`config.mk`:
```
export PLATFORM = sky130hd
export DESIGN_NAME = nts_ip_tx_header
export DESIGN_NICKNAME = d
export VERILOG_FILES = /design/src/rtl/nts_ip_pkg.sv /design/src/rtl/nts_ip_csum_fold.sv /design/src/rtl/nts_ip_tx_header.sv
export SDC_FILE = /design/constraint.sdc
export NUM_CORES = 1
export LEC_CHECK = 0
export CORE_ASPECT_RATIO = 0.8
export CORE_MARGIN = 4
export CORE_UTILIZATION = 45
export CTS_CLUSTER_DIAMETER = 200
export DETAILED_ROUTE_END_ITERATION = 16
export PLACE_DENSITY_LB_ADDON = 0.25
export SLEW_MARGIN = 20
export SYNTH_ARGS = -nofsm -noshare
export SYNTH_HDL_FRONTEND = slang
export SYNTH_SLANG_ARGS = --single-unit
```
`constraint.sdc`:
```
create_clock -name i_clk -period 5.24 [get_ports i_clk]
set_clock_uncertainty 0.2 [all_clocks]
set_input_delay 0.786 -clock i_clk [delete_from_list [all_inputs] [get_ports i_clk]]
set_output_delay 0.786 -clock i_clk [all_outputs]
set_load 0.02 [all_outputs]
```
`src/rtl/nts_ip_pkg.sv`:
```
// Shared constants and types for the NTS Ethernet/IPv4/UDP header path.
// The transmit generator and the receive parser both import this package.
package nts_ip_pkg;

    localparam logic [15:0] E_TYPE_IPV4   = 16'h0800;
    localparam logic [3:0]  IP_V4         = 4'h4;
    localparam logic [3:0]  IHL_5         = 4'h5;
    localparam logic [7:0]  IP_PROTO_UDP  = 8'h11;
    localparam logic [15:0] IP_FLAGS_DF   = 16'h4000;

    localparam int unsigned HDR_BYTES     = 42;
    localparam int unsigned HDR_WORDS     = (HDR_BYTES + 7) / 8;
    localparam logic [2:0]  LAST_WORD     = 3'(HDR_WORDS - 1);
    localparam logic [7:0]  LAST_MASK     = 8'hC0;
    localparam logic [7:0]  FULL_MASK     = 8'hFF;

    localparam logic [15:0] UDP_HDR_LEN   = 16'd8;
    localparam logic [15:0] IP_UDP_HDR_LEN = 16'd28;
    // Largest payload whose IPv4 total length still fits in 16 bits.
    localparam logic [15:0] MAX_PAYLOAD   = 16'hFFFF - IP_UDP_HDR_LEN;

    localparam int unsigned CSUM_ACC_W    = 20;

    typedef enum logic [2:0] {
        ST_IDLE,
        ST_SUM0,
        ST_SUM1,
        ST_SUM2,
        ST_FOLD,
        ST_EMIT
    } tx_state_e;

endpackage

```
`src/rtl/nts_ip_csum_fold.sv`:
```
// Folds a 20-bit one's-complement accumulator into a 16-bit IPv4 checksum.
// Purely combinational so the receive side can reuse it for verification.
module nts_ip_csum_fold
    import nts_ip_pkg::*;
(
    input  logic [CSUM_ACC_W-1:0] acc_i,
    output logic [15:0]           csum_o
);

    logic [16:0] sum1;
    logic [15:0] sum2;

    // Two carry folds always suffice: after the first the carry is at most 1.
    always_comb begin
        sum1   = {1'b0, acc_i[15:0]} + {13'd0, acc_i[19:16]};
        sum2   = sum1[15:0] + {15'd0, sum1[16]};
        csum_o = ~sum2;
    end

endmodule

```
`src/rtl/nts_ip_tx_header.sv`:
```
// Builds and streams the 42-byte Ethernet/IPv4/UDP header as six 64-bit
// big-endian words, computing lengths and the IPv4 header checksum first.
module nts_ip_tx_header
    import nts_ip_pkg::*;
#(
    parameter logic [7:0]  TTL      = 8'd64,
    parameter logic [15:0] ID_RESET = 16'h0000
)
(
    input  logic        i_clk,
    input  logic        i_areset,
    input  logic        i_start,
    input  logic [47:0] i_mac_dst,
    input  logic [47:0] i_mac_src,
    input  logic [31:0] i_ip_src,
    input  logic [31:0] i_ip_dst,
    input  logic [15:0] i_udp_src,
    input  logic [15:0] i_udp_dst,
    input  logic [15:0] i_udp_payload_length,
    input  logic        i_ready,
    output logic        o_busy,
    output logic        o_valid,
    output logic [63:0] o_data,
    output logic [7:0]  o_data_valid,
    output logic        o_last,
    output logic        o_error
);

    localparam logic [15:0] VER_IHL_TOS = {IP_V4, IHL_5, 8'h00};
    localparam logic [15:0] TTL_PROTO   = {TTL, IP_PROTO_UDP};

    tx_state_e             state_q, state_d;
    logic [47:0]           mac_dst_q, mac_dst_d;
    logic [47:0]           mac_src_q, mac_src_d;
    logic [31:0]           ip_src_q, ip_src_d;
    logic [31:0]           ip_dst_q, ip_dst_d;
    logic [15:0]           udp_src_q, udp_src_d;
    logic [15:0]           udp_dst_q, udp_dst_d;
    logic [15:0]           total_len_q, total_len_d;
    logic [15:0]           udp_len_q, udp_len_d;
    logic [15:0]           id_q, id_d;
    logic [CSUM_ACC_W-1:0] acc_q, acc_d;
    logic [15:0]           csum_q, csum_d;
    logic [2:0]            idx_q, idx_d;
    logic                  busy_q, busy_d;
    logic                  valid_q, valid_d;
    logic [63:0]           data_q, data_d;
    logic [7:0]            dv_q, dv_d;
    logic                  last_q, last_d;
    logic                  error_q, error_d;

    logic [15:0] csum_fold;
    logic [2:0]  sel_idx;
    logic [63:0] sel_word;

    nts_ip_csum_fold u_fold (
        .acc_i  (acc_q),
        .csum_o (csum_fold)
    );

    // Word that will be loaded next: word 0 when leaving FOLD, else index + 1.
    always_comb begin
        sel_idx = (state_q == ST_EMIT) ? idx_q + 3'd1 : 3'd0;
        unique case (sel_idx)
            3'd0:    sel_word = {mac_dst_q, mac_src_q[47:32]};
            3'd1:    sel_word = {mac_src_q[31:0], E_TYPE_IPV4, VER_IHL_TOS};
            3'd2:    sel_word = {total_len_q, id_q, IP_FLAGS_DF, TTL_PROTO};
            3'd3:    sel_word = {csum_q, ip_src_q, ip_dst_q[31:16]};
            3'd4:    sel_word = {ip_dst_q[15:0], udp_src_q, udp_dst_q, udp_len_q};
            default: sel_word = 64'd0;
        endcase
    end

    always_comb begin
        state_d     = state_q;
        mac_dst_d   = mac_dst_q;
        mac_src_d   = mac_src_q;
        ip_src_d    = ip_src_q;
        ip_dst_d    = ip_dst_q;
        udp_src_d   = udp_src_q;
        udp_dst_d   = udp_dst_q;
        total_len_d = total_len_q;
        udp_len_d   = udp_len_q;
        id_d        = id_q;
        acc_d       = acc_q;
        csum_d      = csum_q;
        idx_d       = idx_q;
        busy_d      = busy_q;
        valid_d     = valid_q;
        data_d      = data_q;
        dv_d        = dv_q;
        last_d      = last_q;
        error_d     = 1'b0;

        unique case (state_q)
            ST_IDLE: begin
                if (i_start) begin
                    if (i_udp_payload_length > MAX_PAYLOAD) begin
                        error_d = 1'b1;
                    end else begin
                        mac_dst_d   = i_mac_dst;
                        mac_src_d   = i_mac_src;
                        ip_src_d    = i_ip_src;
                        ip_dst_d    = i_ip_dst;
                        udp_src_d   = i_udp_src;
                        udp_dst_d   = i_udp_dst;
                        total_len_d = i_udp_payload_length + IP_UDP_HDR_LEN;
                        udp_len_d   = i_udp_payload_length + UDP_HDR_LEN;
                        acc_d       = '0;
                        busy_d      = 1'b1;
                        state_d     = ST_SUM0;
                    end
                end
            end
            ST_SUM0: begin
                acc_d   = acc_q + {4'd0, VER_IHL_TOS} + {4'd0, total_len_q} + {4'd0, id_q};
                state_d = ST_SUM1;
            end
            ST_SUM1: begin
                acc_d   = acc_q + {4'd0, IP_FLAGS_DF} + {4'd0, TTL_PROTO} + {4'd0, ip_src_q[31:16]};
                state_d = ST_SUM2;
            end
            ST_SUM2: begin
                acc_d   = acc_q + {4'd0, ip_src_q[15:0]} + {4'd0, ip_dst_q[31:16]} + {4'd0, ip_dst_q[15:0]};
                state_d = ST_FOLD;
            end
            ST_FOLD: begin
                csum_d  = csum_fold;
                idx_d   = 3'd0;
                valid_d = 1'b1;
                data_d  = sel_word;
                dv_d    = FULL_MASK;
                last_d  = 1'b0;
                state_d = ST_EMIT;
            end
            ST_EMIT: begin
                if (valid_q && i_ready) begin
                    if (idx_q == LAST_WORD) begin
                        valid_d = 1'b0;
                        busy_d  = 1'b0;
                        data_d  = 64'd0;
                        dv_d    = 8'd0;
                        last_d  = 1'b0;
                        id_d    = id_q + 16'd1;
                        state_d = ST_IDLE;
                    end else begin
                        idx_d  = sel_idx;
                        data_d = sel_word;
                        dv_d   = (sel_idx == LAST_WORD) ? LAST_MASK : FULL_MASK;
                        last_d = (sel_idx == LAST_WORD);
                    end
                end
            end
            default: state_d = ST_IDLE;
        endcase
    end

    always_ff @(posedge i_clk) begin
        if (i_areset) begin
            state_q     <= ST_IDLE;
            mac_dst_q   <= '0;
            mac_src_q   <= '0;
            ip_src_q    <= '0;
            ip_dst_q    <= '0;
            udp_src_q   <= '0;
            udp_dst_q   <= '0;
            total_len_q <= '0;
            udp_len_q   <= '0;
            id_q        <= ID_RESET;
            acc_q       <= '0;
            csum_q      <= '0;
            idx_q       <= '0;
            busy_q      <= 1'b0;
            valid_q     <= 1'b0;
            data_q      <= '0;
            dv_q        <= '0;
            last_q      <= 1'b0;
            error_q     <= 1'b0;
        end else begin
            state_q     <= state_d;
            mac_dst_q   <= mac_dst_d;
            mac_src_q   <= mac_src_d;
            ip_src_q    <= ip_src_d;
            ip_dst_q    <= ip_dst_d;
            udp_src_q   <= udp_src_d;
            udp_dst_q   <= udp_dst_d;
            total_len_q <= total_len_d;
            udp_len_q   <= udp_len_d;
            id_q        <= id_d;
            acc_q       <= acc_d;
            csum_q      <= csum_d;
            idx_q       <= idx_d;
            busy_q      <= busy_d;
            valid_q     <= valid_d;
            data_q      <= data_d;
            dv_q        <= dv_d;
            last_q      <= last_d;
            error_q     <= error_d;
        end
    end

    assign o_busy       = busy_q;
    assign o_valid      = valid_q;
    assign o_data       = data_q;
    assign o_data_valid = dv_q;
    assign o_last       = last_q;
    assign o_error      = error_q;

endmodule

```
==> results.yml <==
sta:
  drv_slew: 0
  period_share_pct: 81.65
  max_freq_mhz: 233.7
  rsz0062_at_grt: "no"
  setup_viol: 0
  timing_hold_violations_final: 0
  min_period_ns: 4.279
  final.setup.tns_ns: 0
  tightest_slew_ns: 1.051
  relSlewSlack_pct: 29.67
grt:
  grt_usage_pct: 28.16
  grt_max_degree: 136
  first_global_vias: 17380
  antenna_found_initial: 1
  grt_pass1_wl_um: 101400
  overflow: 0
synthesis:
  synthDistinctLibCells: 67
  yosys_most_used_dff: "dfxtp_1"
  synth-seq-area-share_pct: 36.84
  synth_edf_count: 0
  synthesis.nets: 2750
  synth_area_leader_cell: "dfxtp_1"
  synthCells: 2391
  synth_top_area_share_pct: 36.84
  syn_area_sq_mm: 0.01902
  ys_seq_elements: 350
  yosysWarnings: 0
  ys_top_cells_by_area: "dfxtp_1 37%, a21oi_1 9.6%, nand2_1 9.2%"
  synth-async-reset-ratio_pct: 0
  avgSynthCellArea_sq_um: 7.955
route:
  wl_per_cell_um: 21.14
  vias: 18350
  drtPass1Iterations: 7
  drtAntennaViolNets: 0
  wirelength_um: 66930
  drt-vias-per-instance: 5.795
  dr.first_iter.drc_count: 2254
  drt_drc_violations_left: 0
setup_path:
  critical_path_class: "flip-flop to flip-flop"
  crit_path_end_kind: "flip-flop"
  critPathMaxStageDelay_ns: 0.52
  crit_family: "adder cells"
  cp.required_ns: 5.45
  crit_arrival_ns: 4.49
  cp_slowest_cell: "fa_1"
  cp-start-kind: "flip-flop"
  path_cells: "inv_1 -> fa_1 -> fa_1 -> inv_1 -> ha_1 -> fa_1 -> a211oi_1 -> o21bai_1 -> a31oi_1 -> o21ai_0 -> xnor2_1 -> o22ai_1 -> a221oi_1 -> nor2_1"
  path_buf_inv: 2
  critPathMostFrequentCell: "fa_1"
  crit_fanout: 3
cells_and_area:
  stdcell_count: 3166
  drive_gt1_share_pct: 5.587
  fill_cells: 3842
  final_util_pct: 56.18
  ff_latch_area_sq_mm: 0.007008
  syn_to_final_growth_pct: 23.55
  multi_input_comb_area_sq_mm: 0.01088
  final_nets: 2949
place:
  port_buffers: 287
  place_inst: 3103
  dpl.hpwl_um: 49730
  gp_congestion: 0.9285
power:
  p_int_w: 0.005212
  clock_power_share_pct: 35.3
  powerDensity_mw_per_mm2: 325.3
  p_seq_share_pct: 40.2
  peakVddDrop_uv: 261.2
  p_sw_w: 0.002432
  p_comb_share_pct: 24.4
  totalPowerFinal_w: 0.007644
  swShare_pct: 31.82
  leakage_nw: 8.951
cts:
  cts_buffer_depth: 3
  root_buffer: "clkbuf_16"
  numCtsBuffers: 37
  post_cts_resized: 0
  cts.clk_slew.worst_paths_ns: 0.06
  hold_buffers: 0
  tritoncts: "done"
  cts_setup_buffers: 0
  ctsHtreeMaxLevel: 2
  clock-sinks: 350
  clk_latency_ns: 0.54
floorplanning:
  start_util_pct: 45.47
  die_h_um: 191.9
  core_area_sq_mm: 0.04183
  die_area_sq_mm: 0.04564
  die-width_um: 237.9
  io-pin-count: 288
  num_rows: 67
outcome:
  status: "completed"
worst_hold_path:
  hold_class: "flip-flop to flip-flop"
flow_run:
  drv_cap: 0
## state kept, by name (all words and copies together), names as in the netlist, 2 cells and up
name	cells
mac_src_q	48
acc_q	20
o_data_valid	2
udp_src_q	16
idx_q	3
ip_src_q	32
ip_dst_q	32
total_len_q	16
udp_len_q	14
o_data	64
id_q	16
udp_dst_q	16
mac_dst_q	48
state_q	3
csum_q	16
## logic make-up (layout without fill, tap and decap cells)
logic type | count (synthesis) | count (layout) | share of synthesized area, %
other | 0 | 1 | 0
muxes | 36 | 36 | 2.092
DFF | 350 | 350 | 36.84
adders and majority gates | 147 | 147 | 11.68
xor gates and xnor gates | 93 | 93 | 4.283
AOI/OAI and AO/OA | 662 | 662 | 21.27
buffers and inverters | 298 | 520 | 6.204
and+or+nand+nor | 805 | 805 | 17.63
## final timing paths
kind            startpoint            end  slack [ns]  cells after the start
min reg2reg  mac_dst_q[35]  mac_dst_q[35]        0.25                      2
min          mac_dst_q[35]  mac_dst_q[35]        0.25                      2
max reg2reg    ip_src_q[1]      acc_q[11]        0.96                     14
max            ip_src_q[1]      acc_q[11]        0.96                     14
## power by group through the flow
| stage | clock network [W] | registers [W] | logic [W] |
|---|---|---|---|
| floorplan | 0 | 0.00304 | 0.00123 |
| global placement | 0 | 0.00312 | 0.00181 |
| detailed placement | 0 | 0.00313 | 0.00184 |
| CTS | 0.00273 | 0.00307 | 0.00185 |
| global route | 0.00283 | 0.00309 | 0.00206 |
| finish | 0.00270 | 0.00307 | 0.00187 |
## layout by cell type (no fill, tap or decap), types with 7 or more instances in the layout
master,instances
a211oi_1,41
nand2_1,464
ha_1,96
nor2b_1,8
clkdlybuf4s50_1,286
mux2_2,30
a22oi_1,76
or3_1,9
inv_1,138
o21a_1,9
fa_1,51
dfxtp_1,349
a21oi_1,364
nor2_1,201
a222oi_1,25
xnor2_1,60
nand4_1,14
o22ai_1,7
clkbuf_8,10
xor2_1,33
and3_1,18
a221oi_1,14
o21ai_0,41
buf_4,27
nand3_1,28
o31ai_1,7
a31oi_1,20
clkbuf_16,39
a21o_1,18
nor3_1,15
o21bai_1,7
## final cells by class
cell class                      instances  area share, %
Multi-Input combinational cell       1743          46.31
Timing Repair Buffer                  318          13.45
Tap cell                              552          2.939
Clock buffer                           55          4.835
Antenna cell                            1        0.01065
Inverter                              140          2.236
Sequential cell                       350          29.82
Clock inverter                          7         0.3993
## through the flow
stage / hold WS, ns / setup WS [ns] / instance area, sq um
final: 0.2533 / 0.9614 / 23500
after global routing: 0.2687 / 0.6662 / 23500
after detailed placement: 0.2452 / 1.041 / 22270
after floorplan: 0.2294 / 1.524 / 19020
after global placement: 0.2381 / 1.091 / 22270
after CTS: 0.2531 / 0.9986 / 23500
## worst register-to-register path, stage by stage (launching register included)
cell,delay [ns]
dfxtp_1,0.36
inv_1,0.10
fa_1,0.50
fa_1,0.52
inv_1,0.04
ha_1,0.23
fa_1,0.43
a211oi_1,0.26
o21bai_1,0.14
a31oi_1,0.36
o21ai_0,0.26
xnor2_1,0.32
o22ai_1,0.14
a221oi_1,0.23
nor2_1,0.06
## routing by layer
metal / track usage, % / wire (um)
met4: 6.016 / 1424
met1: 41.59 / 30450
met3: 5.125 / 5955
met2: 43.14 / 29100
met5: 0 / 0
## cells in the mapped netlist, drive strengths merged (14+ instances only)
| cell | count |
|---|---|
| mux2 | 30 |
| a31oi | 20 |
| nand3 | 28 |
| a222oi | 25 |
| nor2 | 204 |
| buf | 30 |
| a221oi | 14 |
| dfxtp | 350 |
| nand2 | 466 |
| a21oi | 364 |
| inv | 138 |
| clkbuf | 128 |
| nor3 | 18 |
| and3 | 19 |
| a22oi | 76 |
| ha | 96 |
| a211oi | 42 |
| xnor2 | 60 |
| fa | 51 |
| xor2 | 33 |
| o21ai | 42 |
| nand4 | 14 |
| a21o | 19 |
No activity file was read; power rests on OpenSTA's default activity.
